File: config.mk
export PLATFORM = sky130hd
export DESIGN_NAME = key_judge
export DESIGN_NICKNAME = d
export VERILOG_FILES = /design/src/rtl/pyon_pkg.sv /design/src/rtl/key_debounce.sv /design/src/rtl/key_judge.sv
export SDC_FILE = /design/constraint.sdc
export NUM_CORES = 1
export LEC_CHECK = 0
export BUFFER_PORTS_ARGS = -buffer_cell sky130_fd_sc_hd__buf_2
export CORE_MARGIN = 8
export CORE_UTILIZATION = 56
export CTS_CLUSTER_SIZE = 24
export DETAILED_ROUTE_END_ITERATION = 12
export GPL_ROUTABILITY_DRIVEN = 0
export PLACE_DENSITY = 0.77
export SLEW_MARGIN = 20
export SYNTH_ARGS = -nofsm -noshare
export SYNTH_HDL_FRONTEND = slang
export SYNTH_SLANG_ARGS = --single-unit
File: constraint.sdc
create_clock -name clk -period 2.1 [get_ports clk]
set_input_delay 0 -clock clk [delete_from_list [all_inputs] [get_ports clk]]
set_output_delay 0 -clock clk [all_outputs]
set_load 0.02 [all_outputs]
File: src/rtl/pyon_pkg.sv
// Shared types and constants for the race-core key judging logic.
package pyon_pkg;

   typedef enum logic [1:0] {
      IDLE     = 2'd0,
      WAIT_REL = 2'd1,
      LOCKOUT  = 2'd2
   } judge_state_t;

   localparam logic BOX_LEFT  = 1'b0;
   localparam logic BOX_RIGHT = 1'b1;

   // True when the pressed key points the same way as the next box.
   function automatic logic key_matches(input logic box_bit, input logic right_pressed);
      return right_pressed ? (box_bit == BOX_RIGHT) : (box_bit == BOX_LEFT);
   endfunction

endpackage

File: src/rtl/key_debounce.sv
// One-bit key conditioner: 2-flop synchroniser plus a stable-count filter.
// The filter is built only when KEY_DEBOUNCE_EN is defined; otherwise the synchronised level passes straight through.
module key_debounce #(
   parameter int DEBOUNCE_CYCLES = 250_000
) (
   input  logic clk,
   input  logic resetn,
   input  logic key,
   output logic level
);

`ifdef KEY_DEBOUNCE_EN
   localparam int FILTER_LEN = DEBOUNCE_CYCLES;
`else
   localparam int FILTER_LEN = 0;
`endif

   logic meta_r;
   logic sync_r;

   // Two-stage synchroniser for the asynchronous raw key.
   always_ff @(posedge clk) begin
      if (!resetn) begin
         meta_r <= 1'b0;
         sync_r <= 1'b0;
      end else begin
         meta_r <= key;
         sync_r <= meta_r;
      end
   end

   if (FILTER_LEN == 0) begin : g_direct
      assign level = sync_r;
   end else begin : g_filter
      localparam int CNT_W = (FILTER_LEN > 1) ? $clog2(FILTER_LEN) : 1;
      localparam logic [CNT_W-1:0] CNT_LAST = CNT_W'(FILTER_LEN - 1);
      localparam logic [CNT_W-1:0] CNT_ONE  = CNT_W'(1);
      localparam logic [CNT_W-1:0] CNT_ZERO = {CNT_W{1'b0}};

      logic [CNT_W-1:0] cnt_r;
      logic             filt_r;

      // Accept a new level only after FILTER_LEN consecutive disagreeing cycles.
      always_ff @(posedge clk) begin
         if (!resetn) begin
            cnt_r  <= CNT_ZERO;
            filt_r <= 1'b0;
         end else if (sync_r == filt_r) begin
            cnt_r  <= CNT_ZERO;
         end else if (cnt_r == CNT_LAST) begin
            cnt_r  <= CNT_ZERO;
            filt_r <= sync_r;
         end else begin
            cnt_r  <= cnt_r + CNT_ONE;
         end
      end

      assign level = filt_r;
   end

endmodule

File: src/rtl/key_judge.sv
// Multi-player key judge: conditions raw keys and scores each new press against that player's next box.
// Defining KEY_DEBOUNCE_EN inserts a stable-count filter in every key path.
module key_judge
   import pyon_pkg::*;
#(
   parameter int NUM_PLAYERS     = 2,
   parameter int LOCKOUT_CYCLES  = 50_000_000,
   parameter int DEBOUNCE_CYCLES = 250_000
) (
   input  logic                   clk,
   input  logic                   resetn,
   input  logic                   enable,
   input  logic [NUM_PLAYERS-1:0] box,
   input  logic [NUM_PLAYERS-1:0] left,
   input  logic [NUM_PLAYERS-1:0] right,
   output logic [NUM_PLAYERS-1:0] correctkey,
   output logic [NUM_PLAYERS-1:0] wrongkey,
   output logic [NUM_PLAYERS-1:0] locked
);

   localparam int CNT_W = (LOCKOUT_CYCLES > 0) ? $clog2(LOCKOUT_CYCLES + 1) : 1;
   localparam logic [CNT_W-1:0] CNT_LOAD = CNT_W'(LOCKOUT_CYCLES);
   localparam logic [CNT_W-1:0] CNT_ONE  = CNT_W'(1);
   localparam logic [CNT_W-1:0] CNT_ZERO = {CNT_W{1'b0}};
   // With no penalty a wrong press only has to wait for release.
   localparam judge_state_t WRONG_NEXT = (LOCKOUT_CYCLES == 0) ? WAIT_REL : LOCKOUT;

   for (genvar p = 0; p < NUM_PLAYERS; p++) begin : g_player
      logic             left_lvl_s, right_lvl_s;
      logic             left_hist_r, right_hist_r;
      logic             left_rise_r, right_rise_r;
      logic             single_s;
      judge_state_t     state_r, state_s;
      logic [CNT_W-1:0] cnt_r, cnt_s;
      logic             correct_s, wrong_s;
      logic             correct_r, wrong_r, locked_r;

      key_debounce #(.DEBOUNCE_CYCLES(DEBOUNCE_CYCLES)) u_left (
         .clk    (clk),
         .resetn (resetn),
         .key    (left[p]),
         .level  (left_lvl_s)
      );

      key_debounce #(.DEBOUNCE_CYCLES(DEBOUNCE_CYCLES)) u_right (
         .clk    (clk),
         .resetn (resetn),
         .key    (right[p]),
         .level  (right_lvl_s)
      );

      // History and registered rising edges; these keep running while the race is disabled.
      always_ff @(posedge clk) begin
         if (!resetn) begin
            left_hist_r  <= 1'b0;
            right_hist_r <= 1'b0;
            left_rise_r  <= 1'b0;
            right_rise_r <= 1'b0;
         end else begin
            left_hist_r  <= left_lvl_s;
            right_hist_r <= right_lvl_s;
            left_rise_r  <= left_lvl_s & ~left_hist_r;
            right_rise_r <= right_lvl_s & ~right_hist_r;
         end
      end

      // A clean press is one key rising while the other is low; simultaneous rises fail both terms.
      assign single_s = (right_rise_r & ~left_hist_r) | (left_rise_r & ~right_hist_r);

      // Judge FSM next-state and pulse decode.
      always_comb begin
         state_s   = state_r;
         cnt_s     = cnt_r;
         correct_s = 1'b0;
         wrong_s   = 1'b0;
         if (!enable) begin
            state_s = IDLE;
            cnt_s   = CNT_ZERO;
         end else begin
            case (state_r)
               IDLE: begin
                  if (left_rise_r || right_rise_r) begin
                     if (single_s && key_matches(box[p], right_rise_r)) begin
                        correct_s = 1'b1;
                        state_s   = WAIT_REL;
                     end else begin
                        wrong_s   = 1'b1;
                        state_s   = WRONG_NEXT;
                        cnt_s     = CNT_LOAD;
                     end
                  end else begin
                     state_s = IDLE;
                  end
               end
               WAIT_REL: begin
                  if (!left_hist_r && !right_hist_r) begin
                     state_s = IDLE;
                  end else begin
                     state_s = WAIT_REL;
                  end
               end
               LOCKOUT: begin
                  if (cnt_r != CNT_ZERO) begin
                     cnt_s   = cnt_r - CNT_ONE;
                     state_s = LOCKOUT;
                  end else if (!left_hist_r && !right_hist_r) begin
                     state_s = IDLE;
                  end else begin
                     state_s = LOCKOUT;
                  end
               end
               default: begin
                  state_s = IDLE;
                  cnt_s   = CNT_ZERO;
               end
            endcase
         end
      end

      // FSM state, penalty counter and registered outputs.
      always_ff @(posedge clk) begin
         if (!resetn) begin
            state_r   <= IDLE;
            cnt_r     <= CNT_ZERO;
            correct_r <= 1'b0;
            wrong_r   <= 1'b0;
            locked_r  <= 1'b0;
         end else begin
            state_r   <= state_s;
            cnt_r     <= cnt_s;
            correct_r <= correct_s;
            wrong_r   <= wrong_s;
            locked_r  <= (state_s == LOCKOUT);
         end
      end

      assign correctkey[p] = correct_r;
      assign wrongkey[p]   = wrong_r;
      assign locked[p]     = locked_r;
   end

endmodule

# Word level (Yosys, flattened, before mapping)
# Index checks and enable logic that the tools add are counted.
# totals
wordCells	105
latchBits	0
mem_bits_rw	0
mem_bits_ro	0
memories	0
ff_bits	78
# classes
n_lt_le_gt_ge	0
multipliers	0
n_shift	0
n_reduce_logical	19
n_div	0
bitwise	18
eq_ne	12
n_addsub	2
n_mux	28
# op_table
cell	n
26-bit 2-to-1 mux	6
26-bit case mux with 3 select lines	2
26-bit nonzero test	2
26-bit by 1-bit subtractor with 26-bit output (second input constant)	2
2-bit 2-to-1 mux	10
4-bit AND reduction	4
2-bit inequality test (second input constant)	6
2-bit case mux with 3 select lines	2
1-bit AND	8
2-bit == test (second input constant)	4
1-bit 2-to-1 mux	8
1-bit NOT	8
2-bit by 1-bit == test with 1-bit output (second input constant)	2
1-bit logical AND	4
1-bit logical NOT	4
2-bit logical NOT	2
1-bit logical OR	2
1-bit OR	2
2-bit AND reduction	1

# Logic depth before layout (Yosys ltp)
# Gate-level depths: netlist of the first run.
# logic_depth
ltp_word	9
ltp_mapped	8

# By module
# From an unflattened synthesis of the first run, not the netlist that was laid out.
# hier_totals
cells_unflattened	450
hier_area_um2	3829.9
# by_module_without_submodules
mod	area_per_inst_um2	instances	cells_each
key_judge	3619.7	1	434
key_debounce	52.6	4	4

# Least setup slack after synthesis of the first run
# No wires, ideal clock.
# synth_timing
kind	register -> register
startpoint	reg g_player[0].cnt_r[0]
endpoint	reg g_player[0].locked_r
arrival_time_ns	1.935
path_slack_ns	0.033
synth_period_minus_slack_ns	2.067
stages_incl_launch_ff	8
required_time_ns	1.968
path_cell_list	dfxtp_1 > inv_1 > ha_1 > nor3b_2 > nand4b_4 > or4_4 > o31ai_2 > a21oi_1
# synth_between
elab_chain_len	5
# synth_rtl
item	line_no	rtl
start: declaration	key_judge.sv:34	logic [CNT_W-1:0] cnt_r, cnt_s;
start signal: assignment	key_judge.sv:130	cnt_r <= cnt_s;
26-bit nonzero test	key_judge.sv:103	if (cnt_r != CNT_ZERO) begin
2-bit 2-to-1 mux	key_judge.sv:103	
2-bit case mux with 3 select lines	key_judge.sv:80	case (state_r)
2-bit 2-to-1 mux	key_judge.sv:76	if (!enable) begin
2-bit == test	key_judge.sv:133	locked_r <= (state_s == LOCKOUT);
end signal: assignment	key_judge.sv:133	
end: declaration	key_judge.sv:36	logic correct_r, wrong_r, locked_r;
# Every way passes these cells.
# A chain may end at the register's enable or synchronous reset.

# Worst setup path after layout of the first run
# layout_timing
startpoint	reg g_player[0].cnt_r[1]
endpoint	reg g_player[0].cnt_r[23]
# layout_between
elab_chain_len	3
word_cells_on_any_way	6
# layout_rtl
item	line_no
26-bit by 1-bit subtractor with 26-bit output / 26-bit nonzero test (equally long branches)	key_judge.sv:104, key_judge.sv:103
26-bit 2-to-1 mux / 2-bit inequality test (equally long branches)	--
26-bit case mux with 3 select lines / 4-bit AND reduction (equally long branches)	--
# Several ways; a longest one is shown, not always the timed one. The select of a mux whose other input is x is not followed.

==> flow_summary_export.csv, run 1 <==
group,metric,value,unit
run_status,status,"complete, no violations",
synthesis,synth_seq_cells,78,
floorplanning,core,7180,µm²
global_routing,grt_pass1_vias,3804,
timing,max_freq,0.486,GHz
synthesis,syn_avg_cell_area,8.72,µm²
global_routing,antenna_found_initial,0,
detailed_routing,initialDrtViolationCount,299,
detailed_routing,drc,0,
worst_setup_path,crit_buf_inv,2,
clock_network,clkLatencyLatePin,370,ps
clock_network,clockBufferDepth,2,
placed_design,dp_hpwl,7400,µm
global_routing,grt_pass1_wl,18000,µm
final_layout,final_common_cell,"dfxtp_1",
synthesis,synth_fp_nets,485,
placed_design,placed_cell_area,4490,µm²
min_path,hold_class,"primary input to flip-flop",
synthesis,synth_warnings,0,
floorplanning,boundaryPins,15,
floorplanning,initial_core_util,0.575,
final_layout,antenna_cells,0,
placed_design,io_buffer_count,14,
floorplanning,die_y,102,µm
detailed_routing,wire_per_inst,17.2,µm
detailed_routing,via_per_inst,6.34,
clock_network,cts-buffers-inserted,9,
timing,slew_headroom,0.604,
clock_network,clock-sinks,78,
synthesis,synth_area,4130,µm²
worst_setup_path,crit_family,"simple AND/OR/NAND/NOR gates",
final_layout,area_delta_synth_final,19.0,%
floorplanning,die_w,102,µm
global_routing,grt_max_degree,21,
pwr,powerDensity,694,nW/µm²
final_layout,nNetsFinal,539,
timing,period_minus_slack,2060,ps
worst_setup_path,cp.required,2360,ps
timing,setup-violations-final,0,
global_routing,track_usage,0.216,
final_layout,postLayoutCoreUtil,0.684,
synthesis,ys_seq_area_frac,0.379,
worst_setup_path,startpoint_type,"flip-flop",
detailed_routing,postRouteAntennaNets,0,
detailed_routing,vias,3999,
worst_setup_path,crit_arrival,2320,ps
floorplanning,num_rows,31,
final_layout,most-common-layout-cells,"dfxtp_1, buf_4, nor2_1",
worst_setup_path,critPathCaptureType,"flip-flop",
synthesis,synth_edf_count,0,
worst_setup_path,critPathMaxFanout,8,
clock_network,htreeDepth,3,
detailed_routing,first_pass_iters,4,
run,max_cap_viol_count,0,
synthesis,synth_top_flop_cell,"dfxtp_1",
synthesis,synthCells,473,
timing,post-route-period-util,0.980,
worst_setup_path,path_cells,"inv_2 > ha_2 > nor3b_4 > nand4b_4 > or3_4 > buf_4 > a31oi_1 > a211oi_1",
synthesis,synth_cell_types,70,
worst_setup_path,cpPeakStageDelay,470,ps
worst_setup_path,crit_type,"flip-flop to flip-flop",
clock_network,clk_pin_slew,100,ps
detailed_routing,wl,10900,µm
final_layout,stdcell_area,4910,µm²
final_layout,final_layout_size_suffix_gt1_frac,0.227,
floorplanning,dieArea,10400,µm²
pwr,vdd_ir_drop_max,0.499,mV
pwr,p_leak,0.00196,µW
global_routing,grt-ovfl-total,0,
worst_setup_path,critPathSlowestCell,"or3_4",
synthesis,async_flop_share,0,
timing,finalHoldViolCount,0,
timing,slew_viol_final,0,
timing,finalClockSkew,14.5,ps
clock_network,clock-root-buffer,"clkbuf_8",
clock_network,cts_tree,"done",
timing,max_slew.worst_pin.slew,589,ps
==> stage by stage <==
step	hold WS, ps	instances	worst slack, ps	setup TNS (ps)	total power, µW
after floorplan	127	473	33.2	0	2040
after detailed placement	210	596	-16.0	-24.7	2260
final	85.9	631	42.0	0	3410
after global routing	91.1	631	-18.4	-48.7	3550
after global placement	209	596	76.6	0	2240
after CTS	71.5	621	18.1	0	3360
==> cells in the mapped netlist, types with 8 or more instances <==
cell type / n / area, µm²
and2_1: 15 / 93.8
nor3_1: 24 / 120
nand3_1: 11 / 55.1
or4_1: 9 / 67.6
nand2b_1: 13 / 81.3
nor4_1: 13 / 81.3
nand2_1: 29 / 109
mux2i_1: 8 / 80.1
nor2_1: 32 / 120
a31oi_1: 16 / 100
clkbuf_1: 21 / 78.8
or3_1: 9 / 56.3
a311oi_1: 9 / 78.8
a21oi_1: 23 / 115
inv_1: 11 / 41.3
o21ai_0: 15 / 75.1
o31ai_1: 9 / 67.6
dfxtp_1: 78 / 1560
nand4_1: 9 / 56.3
==> registers in the layout, summed over array words and instances, names as in the netlist <==
name and count:
g_player.cnt_r 52, g_player.correct_r 2, g_player.left_hist_r 2, g_player.left_rise_r 2, g_player.locked_r 2, g_player.right_hist_r 2
g_player.right_rise_r 2, g_player.state_r 4, g_player.u_left.level 2, g_player.u_left.meta_r 2, g_player.u_right.level 2, g_player.u_right.meta_r 2
g_player.wrong_r 2
==> layer usage <==
metal  GRT usage  vias to the layer above  share of wire
met5           0                        -              0
met4      0.0948                        0          0.024
met3      0.0559                       28          0.076
met2       0.346                      162           0.46
met1       0.268                     1892           0.44
li1            -                     1917              -
==> final timing paths <==
check                             start                        end  slack (ps)  cells past startpoint
max                g_player[0].cnt_r[1]      g_player[0].cnt_r[23]          40                      8
min                              box[1]      g_player[1].correct_r          90                      4
min reg2reg  g_player[0].u_right.meta_r  g_player[0].u_right.level         440                      1
max reg2reg        g_player[0].cnt_r[1]      g_player[0].cnt_r[23]          40                      8
==> tightest hold or removal path, delay by kind of cell <==
kind	cells	cell delay, ps
buffers and inverters	1	120
and+or+nand+nor	2	140
AOI/OAI and AO/OA	1	160
==> where the power goes <==
part | switching [µW] | leakage, µW | internal [µW]
sequential | 47.5 | 0.000634 | 1520
clock | 649 | 0.0000892 | 454
combinational | 410 | 0.00124 | 325
total | 1110 | 0.00196 | 2300
==> repair_timing <==
action | in CTS | in global routing
hold buffers | 9 | 0
pin swaps | 1 | 8
gates resized for setup | 2 | 15
buffers inserted | 0 | 10
hold endpoints to repair | 12 | 0
endpoints found under the setup margin | 7 | 23
==> logic make-up (layout without fill, tap and decap cells) <==
family | Yosys count | count (layout) | share of synthesized area
compound gates | 126 | 126 | 0.221
xor+xnor | 7 | 7 | 0.0149
fa+ha+maj | 3 | 3 | 0.00910
buf+inv | 45 | 104 | 0.0500
flops | 78 | 78 | 0.379
mux | 8 | 8 | 0.0194
simple gates | 206 | 206 | 0.307
==> area by class of cell <==
| class | instances | area, µm² |
|---|---|---|
| clock buffer | 9 | 124 |
| clock inverter | 7 | 61.3 |
| fill | 556 | 2270 |
| inverter | 13 | 48.8 |
| multi-input combinational | 350 | 2420 |
| sequential | 78 | 1560 |
| tap | 99 | 124 |
| timing repair buffer | 75 | 571 |
No activity file was read; power rests on OpenSTA's default activity.
==> run 2: changes to the inputs <==
Settings changed: CAP_MARGIN set to 0, CORE_UTILIZATION 56 to 28, PLACE_DENSITY 0.77 to 0.45.
==> run 2 against run 1 <==
Against the previous run:
- combinational power about the same
- fmax up 2.5%
- die area up 82%
- core utilization down 33 points
- wire length up 6.0%
- non-clock buffer count up 1
- clock power up 36%
- largest power group unchanged
- design area up 3.9%
==> flow_summary_export.csv, run 2 (same netlist as run 1, synthesis figures left out) <==
group,metric,value,unit
run_status,status,"complete, no violations",
detailed_routing,wire_per_inst,16.1,µm
worst_setup_path,critPathCaptureType,"flip-flop",
clock_network,clockBufferDepth,2,
detailed_routing,wl,11500,µm
run,max_cap_viol_count,0,
worst_setup_path,cp.required,2340,ps
pwr,internal_power,2660,µW
floorplanning,num_rows,44,
final_layout,top_register,"g_player.cnt_r",
global_routing,use_met2,0.215,
pwr,pwr-share-clk,0.394,
pwr,powerDensity,745,nW/µm²
floorplanning,die_w,137,µm
final_layout,largest_reg_flops,52,
floorplanning,dieArea,18900,µm²
clock_network,htreeDepth,3,
timing,fin_ws,92.8,ps
worst_setup_path,crit_buf_inv,3,
pwr,p_switching,1140,µW
floorplanning,initial_core_util,0.285,
timing,setup-violations-final,0,
timing,slew_viol_final,0,
worst_setup_path,path_depth,9,
placed_design,io_buffer_count,14,
timing,rsz0062_at_grt,"yes",
timing,max_slew.worst_pin.slew,527,ps
pwr,switching_share,0.300,
clock_network,clock-root-buffer,"clkbuf_16",
worst_setup_path,crit_arrival,2240,ps
detailed_routing,postRouteAntennaNets,0,
clock_network,clock-sinks,78,
global_routing,antenna_found_initial,0,
global_routing,grt-ovfl-total,0,
floorplanning,boundaryPins,15,
min_path,hold_class,"primary input to flip-flop",
clock_network,cts-buffers-inserted,9,
final_layout,antenna_cells,0,
detailed_routing,drc,0,
worst_setup_path,critPathMaxFanout,11,
placed_design,placed_cell_area,4710,µm²
detailed_routing,first_pass_iters,4,
detailed_routing,initialDrtViolationCount,233,
final_layout,nNetsFinal,541,
min_path,hold_depth,2,
clock_network,clkLatencyLatePin,350,ps
final_layout,most-common-layout-cells,"dfxtp_1, buf_4, nor2_1",
placed_design,dp_hpwl,8250,µm
pwr,p_leak,0.00202,µW
final_layout,final_common_cell,"dfxtp_1",
global_routing,grt_pass1_vias,3708,
worst_setup_path,critPathSlowestCell,"dfxtp_1",
clock_network,clk_pin_slew,60,ps
worst_setup_path,cpPeakStageDelay,310,ps
final_layout,reg_top3,"g_player.cnt_r (52), g_player.state_r (4)",
global_routing,grt_max_degree,21,
clock_network,cts_tree,"done",
timing,post-route-period-util,0.956,
global_routing,met1_usage,0.154,
timing,period_minus_slack,2010,ps
global_routing,grt_pass1_wl,19100,µm
timing,slew_headroom,0.648,
final_layout,stdcell_area,5100,µm²
worst_setup_path,cp_common_cell,"buf_4",
worst_setup_path,crit_type,"flip-flop to flip-flop",
floorplanning,die_y,137,µm
worst_setup_path,r2r_cells,9,
placed_design,pre_cts_slack,16.1,ps
floorplanning,core,14500,µm²
timing,setup_tns,0,ps
timing,finalClockSkew,8.46,ps
detailed_routing,vias,3856,
pwr,vdd_ir_drop_max,0.367,mV
timing,max_freq,0.498,GHz
worst_setup_path,path_cells,"inv_1 > ha_1 > nor3b_4 > nand4b_4 > buf_4 > nor3_4 > buf_4 > a211oi_1 > o221a_2",
final_layout,final_layout_size_suffix_gt1_frac,0.227,
pwr,pwr-share-seq,0.412,
worst_setup_path,startpoint_type,"flip-flop",
global_routing,track_usage,0.127,
detailed_routing,via_per_inst,5.37,
final_layout,fillCellCount,1494,
final_layout,area_delta_synth_final,23.7,%
timing,finalHoldViolCount,0,
global_routing,grt_use_met3,0.0336,
global_routing,busiest_layer,"met2",
worst_setup_path,crit_family,"simple AND/OR/NAND/NOR gates",
pwr,combPwrFrac,0.194,
-- run 2: layout make-up --
cell class	count	area [µm²]	share of cell area
Timing Repair Buffer	76	571	0.112
Multi-Input combinational cell	351	2410	0.472
Clock buffer	9	225	0.0441
Inverter	13	48.8	0.00956
Sequential cell	78	1560	0.306
Clock inverter	7	55.1	0.0108
Tap cell	184	230	0.0451
-- run 2: timing repair --
action / in CTS / in global routing
hold endpoints to repair: 4 / 0
setup buffers: 0 / 2
hold buffers: 4 / 0
resized for setup: 0 / 10
setup endpoints to repair: 0 / 26
-- run 2: final timing paths --
path,from,to,slack (ps)
max,g_player[0].cnt_r[1],g_player[0].cnt_r[7],90
max reg2reg,g_player[0].cnt_r[1],g_player[0].cnt_r[7],90
min,resetn,g_player[0].u_left.meta_r,6
min reg2reg,g_player[1].u_left.meta_r,g_player[1].u_left.level,430
-- run 2: per-layer routing --
layer / share of wire / wire length, µm
met5: 0 / 0
met4: 0.0087 / 100
met3: 0.041 / 470
met2: 0.49 / 5620
met1: 0.46 / 5330
-- run 2: power by group through the flow --
stage / registers, µW / logic, µW / clock network [µW]
finish: 1570 / 738 / 1500
global route: 1570 / 808 / 1640
CTS: 1560 / 713 / 1560
detailed placement: 1600 / 705 / 0
global placement: 1600 / 699 / 0
floorplan: 1590 / 452 / 0
-- run 2: metrics by stage --
stage	cells	utilization	total power [µW]	hold slack (ps)
final	718	0.352	3800	6.17
after floorplan	473	-	2040	127
after detailed placement	695	0.326	2300	211
after global routing	718	0.352	4020	4.30
after global placement	695	0.326	2300	205
after CTS	715	0.348	3840	3.09
